**src/rtl/pwm_duty_sequencer_if.sv**
```systemverilog
// Command handshake between the control/register side and the duty sequencer.
interface pwm_duty_sequencer_if #(
  parameter int unsigned WIDTH = 8
) ();

  logic             cmd_valid;
  logic             cmd_ready;
  logic [WIDTH-1:0] cmd_duty;

  modport master (
    output cmd_valid,
    output cmd_duty,
    input  cmd_ready
  );

  modport slave (
    input  cmd_valid,
    input  cmd_duty,
    output cmd_ready
  );

endinterface

```
**src/rtl/pwm_duty_sequencer.sv**
```systemverilog
// Slews the PWM generator duty toward a commanded target, one step of at most
// STEP per PWM period, changing duty only on the generator's period boundary.
// Optional feature macro: PWM_SEQ_DONE_EN adds a one-cycle `done` pulse when a
// ramp reaches its target.
module pwm_duty_sequencer #(
  parameter int unsigned WIDTH = 8,
  parameter int unsigned STEP  = 1
) (
  input  logic                  clk,
  input  logic                  reset_n,
  input  logic                  enable,
  input  logic                  period_end,
  pwm_duty_sequencer_if.slave   cmd,
  output logic [WIDTH-1:0]      duty,
`ifdef PWM_SEQ_DONE_EN
  output logic                  done,
`endif
  output logic                  busy
);

  localparam int unsigned DW = WIDTH + 1;
  localparam logic [DW-1:0]    STEP_W = DW'(STEP);
  localparam logic [WIDTH-1:0] STEP_D = WIDTH'(STEP);

  // Reject a step size that can never move the duty or exceeds its range.
  if (STEP == 0 || 64'(STEP) > ((64'd1 << WIDTH) - 64'd1)) begin : g_bad_step
    $fatal(1, "pwm_duty_sequencer: STEP out of range");
  end

  typedef enum logic [1:0] {
    S_IDLE = 2'd0,
    S_HOLD = 2'd1,
    S_RAMP = 2'd2
  } state_t;

  state_t           state_q, state_d;
  logic [WIDTH-1:0] target_q, target_d;
  logic [WIDTH-1:0] duty_d;
  logic [DW-1:0]    diff;
  logic             up;
  logic             accept;
`ifdef PWM_SEQ_DONE_EN
  logic             done_d;
`endif

  // Ready only while holding a settled duty; idle and ramping refuse commands.
  assign cmd.cmd_ready = enable && (state_q == S_HOLD);
  assign accept        = cmd.cmd_valid && cmd.cmd_ready;
  assign busy          = (state_q == S_RAMP);

  // Distance to target, one bit wider so the subtraction never wraps.
  always_comb begin
    up   = (target_q > duty);
    diff = up ? (DW'(target_q) - DW'(duty)) : (DW'(duty) - DW'(target_q));
  end

  // Next-state, duty and target decisions.
  always_comb begin
    state_d  = state_q;
    duty_d   = duty;
    target_d = target_q;
    case (state_q)
      S_IDLE: begin
        if (enable) state_d = S_HOLD;
      end
      S_HOLD: begin
        if (!enable) begin
          if (period_end) begin
            state_d  = S_IDLE;
            duty_d   = '0;
            target_d = '0;
          end
        end else if (accept) begin
          target_d = cmd.cmd_duty;
          if (cmd.cmd_duty != duty) state_d = S_RAMP;
        end
      end
      S_RAMP: begin
        if (!enable) begin
          if (period_end) begin
            state_d  = S_IDLE;
            duty_d   = '0;
            target_d = '0;
          end
        end else if (period_end) begin
          if (diff <= STEP_W) begin
            duty_d  = target_q;
            state_d = S_HOLD;
          end else if (up) begin
            duty_d = duty + STEP_D;
          end else begin
            duty_d = duty - STEP_D;
          end
        end
      end
      default: begin
        state_d  = S_IDLE;
        duty_d   = '0;
        target_d = '0;
      end
    endcase
`ifdef PWM_SEQ_DONE_EN
    done_d = (state_q == S_RAMP) && (state_d == S_HOLD);
`endif
  end

  // State, duty and target registers.
  always_ff @(posedge clk or negedge reset_n) begin
    if (!reset_n) begin
      state_q  <= S_IDLE;
      duty     <= '0;
      target_q <= '0;
    end else begin
      state_q  <= state_d;
      duty     <= duty_d;
      target_q <= target_d;
    end
  end

`ifdef PWM_SEQ_DONE_EN
  // One-cycle pulse registered with the ramp-to-hold transition.
  always_ff @(posedge clk or negedge reset_n) begin
    if (!reset_n) done <= 1'b0;
    else          done <= done_d;
  end
`endif

endmodule
```
**src/flat_wrapper.sv**
```systemverilog
// flat-port wrapper written by rule: the top's interface ports become plain ports
module pwm_duty_sequencer_flat 
#(
  parameter int unsigned WIDTH = 8,
  parameter int unsigned STEP  = 1
)
  (clk, reset_n, enable, period_end, duty, busy, cmd_cmd_valid, cmd_cmd_duty, cmd_cmd_ready);
  pwm_duty_sequencer_if #(.WIDTH(WIDTH)) cmd_i ();
  input  logic clk;
  input  logic reset_n;
  input  logic enable;
  input  logic period_end;
  output logic [WIDTH-1:0] duty;
  output logic busy;
  input wire logic [$bits(cmd_i.cmd_valid)-1:0] cmd_cmd_valid;
  input wire logic [$bits(cmd_i.cmd_duty)-1:0] cmd_cmd_duty;
  output wire logic [$bits(cmd_i.cmd_ready)-1:0] cmd_cmd_ready;
  assign cmd_i.cmd_valid = cmd_cmd_valid;
  assign cmd_i.cmd_duty = cmd_cmd_duty;
  assign cmd_cmd_ready = cmd_i.cmd_ready;
  pwm_duty_sequencer #(.WIDTH(WIDTH), .STEP(STEP)) u_core (.clk(clk), .reset_n(reset_n), .enable(enable), .period_end(period_end), .cmd(cmd_i), .duty(duty), .busy(busy));
endmodule
```
**config.mk**
```make
export PLATFORM = sky130hd
export DESIGN_NAME = pwm_duty_sequencer_flat
export DESIGN_NICKNAME = d
export VERILOG_FILES = /design/src/rtl/pwm_duty_sequencer_if.sv /design/src/rtl/pwm_duty_sequencer.sv /design/src/flat_wrapper.sv
export SDC_FILE = /design/constraint.sdc
export NUM_CORES = 1
export LEC_CHECK = 0
export ABC_AREA = 1
export CAP_MARGIN = 20
export CORE_UTILIZATION = 53
export CTS_CLUSTER_DIAMETER = 150
export DETAILED_ROUTE_END_ITERATION = 6
export PLACE_DENSITY = 0.88
export SETUP_SLACK_MARGIN = 0.4
export SLEW_MARGIN = 20
export SYNTH_ARGS = -nofsm -noshare
export SYNTH_HDL_FRONTEND = slang
export SYNTH_SLANG_ARGS = --single-unit
```
**constraint.sdc**
```tcl
create_clock -name clk -period 3 [get_ports clk]
set_clock_uncertainty 0.2 [all_clocks]
set_input_delay 0.6 -clock clk [delete_from_list [all_inputs] [get_ports clk]]
set_output_delay 0.6 -clock clk [all_outputs]
set_load 0.01 [all_outputs]
```
==> After elaboration in Yosys (flattened, before gate mapping) <==
Index checks and enable logic that the tools add are counted.
{ "totals": {"mem_bits_rw": 0, "n_memories": 0, "romBits": 0, "elab_cells": 48, "latchBits": 0, "out_inout_bits": 10, "regBits": 18, "inputBits": 13} }
{ "op_classes": {"reduce_logical": 6, "n_bitwise": 1, "eq_ne": 10, "n_shift": 0, "n_div": 0, "addsub": 4, "magnitude_cmp": 2, "mux": 22, "mul": 0} }
{ "ops": {"columns": ["operator", "count"], "rows": [
  ["$mux 8", 10],
  ["$pmux 8 s3", 2],
  ["$sub 8x8->9", 2],
  ["$mux 2", 8],
  ["$le 9x1->1 const B", 1],
  ["$mux 9", 1],
  ["$add 8x1->8 const B", 1],
  ["$gt 8x8->1", 1],
  ["$ne 8x8->1", 1],
  ["$sub 8x1->8 const B", 1],
  ["$ne 2x2->1 const B", 3],
  ["$ne 3x2->1 const B", 2],
  ["$ne 3x3->1 const B", 2],
  ["$pmux 2 s3", 1],
  ["$reduce_and 3->1", 2],
  ["$reduce_and 5->1", 1],
  ["$eq 2x1->1 const B", 1],
  ["$eq 2x2->1 const B", 1],
  ["$logic_and 1x1->1", 2],
  ["$logic_not 2->1", 1],
  ["$not 1->1", 1]
]} }

==> Depth between registers and ports, before layout <==
{ "depth": {"word_depth": 7, "depth_mapped": 23, "depth_no_buf": 22} }

==> Least setup slack after synthesis <==
Ideal clock, no wire load.
{ "synth_path": {"path_type": "register to register", "from": "reg u_core.duty[4]", "to": "reg u_core.duty[6]", "n_path_buf": 1, "path_stages_with_launch": 23, "t_arrival_ns": 2.873, "required_time_ns": 2.735, "setup_ns": 0.065, "synth_period_minus_slack_ns": 3.138, "slack_ns": -0.138, "path_cell_list": "dfrtp_1 inv_1 ha_1 buf_6 nand2_1 nand2_1 inv_1 nand2_1 nand2_1 nand3_2 nand2_4 inv_2 fa_1 o21ai_0 nand2_1 nand2_1 a21oi_1 xor2_1 nand2_1 nand2_1 o21ai_1 nand2_1 nand2_1"} }
{ "synth_between": {"elab_chain_cells": 7, "elab_cells_between_ends": 12, "classes_between": "4 x add/sub; 2 x order compare; 6 x mux"} }
{ "synth_rtl": {"columns": ["item", "line", "source"], "rows": [
  ["from (decl)", "pwm_duty_sequencer.sv:14", "output logic [WIDTH-1:0] duty,"],
  ["from (signal assigned)", "pwm_duty_sequencer.sv:115", "duty <= duty_d;"],
  ["$sub 8x8->9 or $gt 8x8->1 (tied branches)", "pwm_duty_sequencer.sv:54, pwm_duty_sequencer.sv:53", null],
  ["$mux 9", "pwm_duty_sequencer.sv:54", "diff = up ? (DW'(target_q) - DW'(duty)) : (DW'(duty) - DW'(target_q));"],
  ["$le 9x1->1", "pwm_duty_sequencer.sv:86", "if (diff <= STEP_W) begin"],
  ["$mux 8 (*)", "pwm_duty_sequencer.sv:86", null],
  ["$mux 8 (*)", "pwm_duty_sequencer.sv:85", "end else if (period_end) begin"],
  ["$mux 8 (*)", "pwm_duty_sequencer.sv:79", "if (!enable) begin"],
  ["$pmux 8 s3 (*)", "pwm_duty_sequencer.sv:62", "case (state_q)"]
]} }
Mark *: on every way between the ends. The rest lies on a longest branch, timed or not. The select of a mux whose other input is x is not followed.
A chain may end at the register's enable or synchronous reset.

==> Final worst setup path <==
Ends and elaborated chain as after synthesis.

==> metrics.yaml <==
drt:
  routedWlPerCell_um: 20.4
  postRouteAntennaNets: 0
  drc: 1
  drtIter0Drc: 539
  viasPerCell: 6.50
  first_pass_iters: 7
  finalWirelength_mm: 10.6
  num_vias: 3381
synth:
  synthCells: 387
  syn-num-nets: 429
  synth_warnings: 0
  synth-seq-area-share_pct: 18.0
  netlist_area_mm2: 0.00251
  async_flop_share_pct: 100
  synth_seq_cells: 18
  synth_edf_count: 0
  synth_cell_types: 33
  synth_ff_type: "dfrtp_1"
  synth.avg_cell_area_um2: 6.48
critical_path:
  endpoint_kind: "flip-flop"
  required_ns: 3.01
  crit_slowest_cell: "dfrtp_2"
  crit_type: "flip-flop to flip-flop"
  path_common_cell: "nand2_1"
  crit_family: "simple AND/OR/NAND/NOR gates"
  slowest_delay_ns: 0.41
  startpoint_type: "flip-flop"
  crit_chain: "inv_2, ha_4, nand2_2, nand2_2, inv_2, nand2_2, nand2_2, nand3_4, nand2_8, inv_4, fa_2, o21ai_2, nand2_1, nand2_1, a21oi_2, xor2_1, nand2_1, nand2_1, o21ai_1, nand2_1, nand2_1"
  crit_buf_inv: 3
  cp_max_fo: 5
  critPathArrivalTime_ns: 3.14
outcome:
  violations: "design-rule violations, negative setup slack"
  status: "complete, but fails checks"
timing:
  setup_viol: 4
  period_needed_ns: 3.13
  fmax_ghz: 0.319
  setup_slack_ns: -0.133
  rsz0062_at_grt: "true"
  drv_slew: 0
  tightest_slew_ns: 0.547
  hold_violations: 0
  post-route-period-util_pct: 104
  slew_headroom_pct: 63.2
layout:
  nNetsFinal: 511
  num_antenna_cells: 0
  synthToLayoutAreaGrowth_pct: 47.7
  final_common_cell: "nand2_1"
  design_area_mm2: 0.00370
  layout_common_cells: "nand2_1, buf_4, inv_1"
  drive_gt1_share_pct: 34.2
cts:
  clkSlewWorstSetupHoldPaths_ns: 0.08
  numCtsBuffers: 3
  htreeDepth: 1
  cts_root_buf: "clkbuf_8"
  cts_tree: "built"
  numClockSinks: 18
  cts_buffer_depth: 2
  clk_latency_ns: 0.27
floorplanning:
  die-area_mm2: 0.00501
  num_io_pins: 23
  fp.dieH_um: 70.8
  num_rows: 24
  die_w_um: 70.8
  initial_core_util_pct: 56.4
  core_mm2: 0.00444
hold_path:
  min_path_type: "flip-flop to flip-flop"
global_route:
  grt_use_total_pct: 36.5
  grt_max_degree: 19
  grt_pass1_wl_mm: 14.3
  grt_overflow: 0
  antenna_found_initial: 0
  grt_pass1_vias: 2965
job:
  cap_violations: 0
placed_design:
  place_area_mm2: 0.00307
  portBuffers: 22
  dp_hpwl_mm: 5.82
  dp_slack_ns: -0.0141
  gp_congestion: 0.969
[metal layers]
layer  global-route usage (%)  up-vias  part of all wire [%]
li1                         -     1420                     -
met3                     4.56      110                    12
met5                        0        -                     0
met1                     46.3     1524                    35
met4                     19.3        0                   8.1
met2                     60.7      327                    45
[what timing repair did]
item	4_1_cts	5_1_grt
gates cloned	2	1
endpoints found under the setup margin	11	11
hold buffers	0	0
pin swaps	26	26
resized for setup	37	30
buffers inserted	22	13
[cells by family after synthesis]
kind of cell    share of synthesized area (%)
buf+inv                                  10.6
fa+ha+maj                                15.4
simple gates                             39.4
compound gates                           12.7
flops                                    18.0
xor+xnor                                 3.84
[Yosys cell counts (all sizes together), types with 3 or more instances]
master / instances / area (um2)
nor2: 23 / 126
nand2: 136 / 574
xnor2: 6 / 52.6
inv: 58 / 218
clkbuf: 3 / 11.3
o22ai: 9 / 56.3
nand3: 36 / 208
fa: 3 / 60.1
nand4: 11 / 68.8
o32ai: 3 / 26.3
a21oi: 28 / 140
o21ai: 9 / 45.0
dfrtp: 18 / 450
ha: 26 / 325
buf: 3 / 33.8
xor2: 5 / 43.8
[cell type report]
cell class                      instances  area (um2)
Multi-Input combinational cell        307        2200
Sequential cell                        18         462
Timing Repair Buffer                   80         682
Fill cell                             230         743
Tap cell                               52        65.1
Clock buffer                            4        55.1
Inverter                               59         234
[worst paths after layout]
path                                         from                 to  slack (ns)  depth (start not counted)
max in group asynchronous                 reset_n     u_core.duty[0]        1.90                          2
min in group asynchronous                 reset_n  u_core.state_q[0]        0.46                          2
worst min register to register  u_core.state_q[1]  u_core.state_q[1]        0.42                          2
worst min-delay path            u_core.state_q[1]  u_core.state_q[1]        0.42                          2
worst max-delay path               u_core.duty[4]     u_core.duty[6]       -0.13                         21
worst max register to register     u_core.duty[4]     u_core.duty[6]       -0.13                         21
[state kept, by name, indices dropped and copies added, names as in the netlist]
signal	cells
u_core.target_q	8
u_core.state_q	2
u_core.duty	8
[through the flow]
stage               hold WS (ns)  cells  setup TNS, ns  utilization, %
floorplan                  0.104    387              0               -
global placement           0.334    478              0            69.1
detailed placement         0.341    478        -0.0141            69.1
CTS                        0.373    506              0            77.7
global route               0.447    520         -0.513            83.3
finish                     0.419    520         -0.344            83.3
[tightest hold or removal path, stage by stage, from the launching register on]
cell and delay (ns):
dfrtp_1 0.45, nand2_2 0.09, o31ai_4 0.05
Power is left out: the tool's default activity adds up to more than one toggle a clock period on the data nets, which glitch-free logic cannot reach.
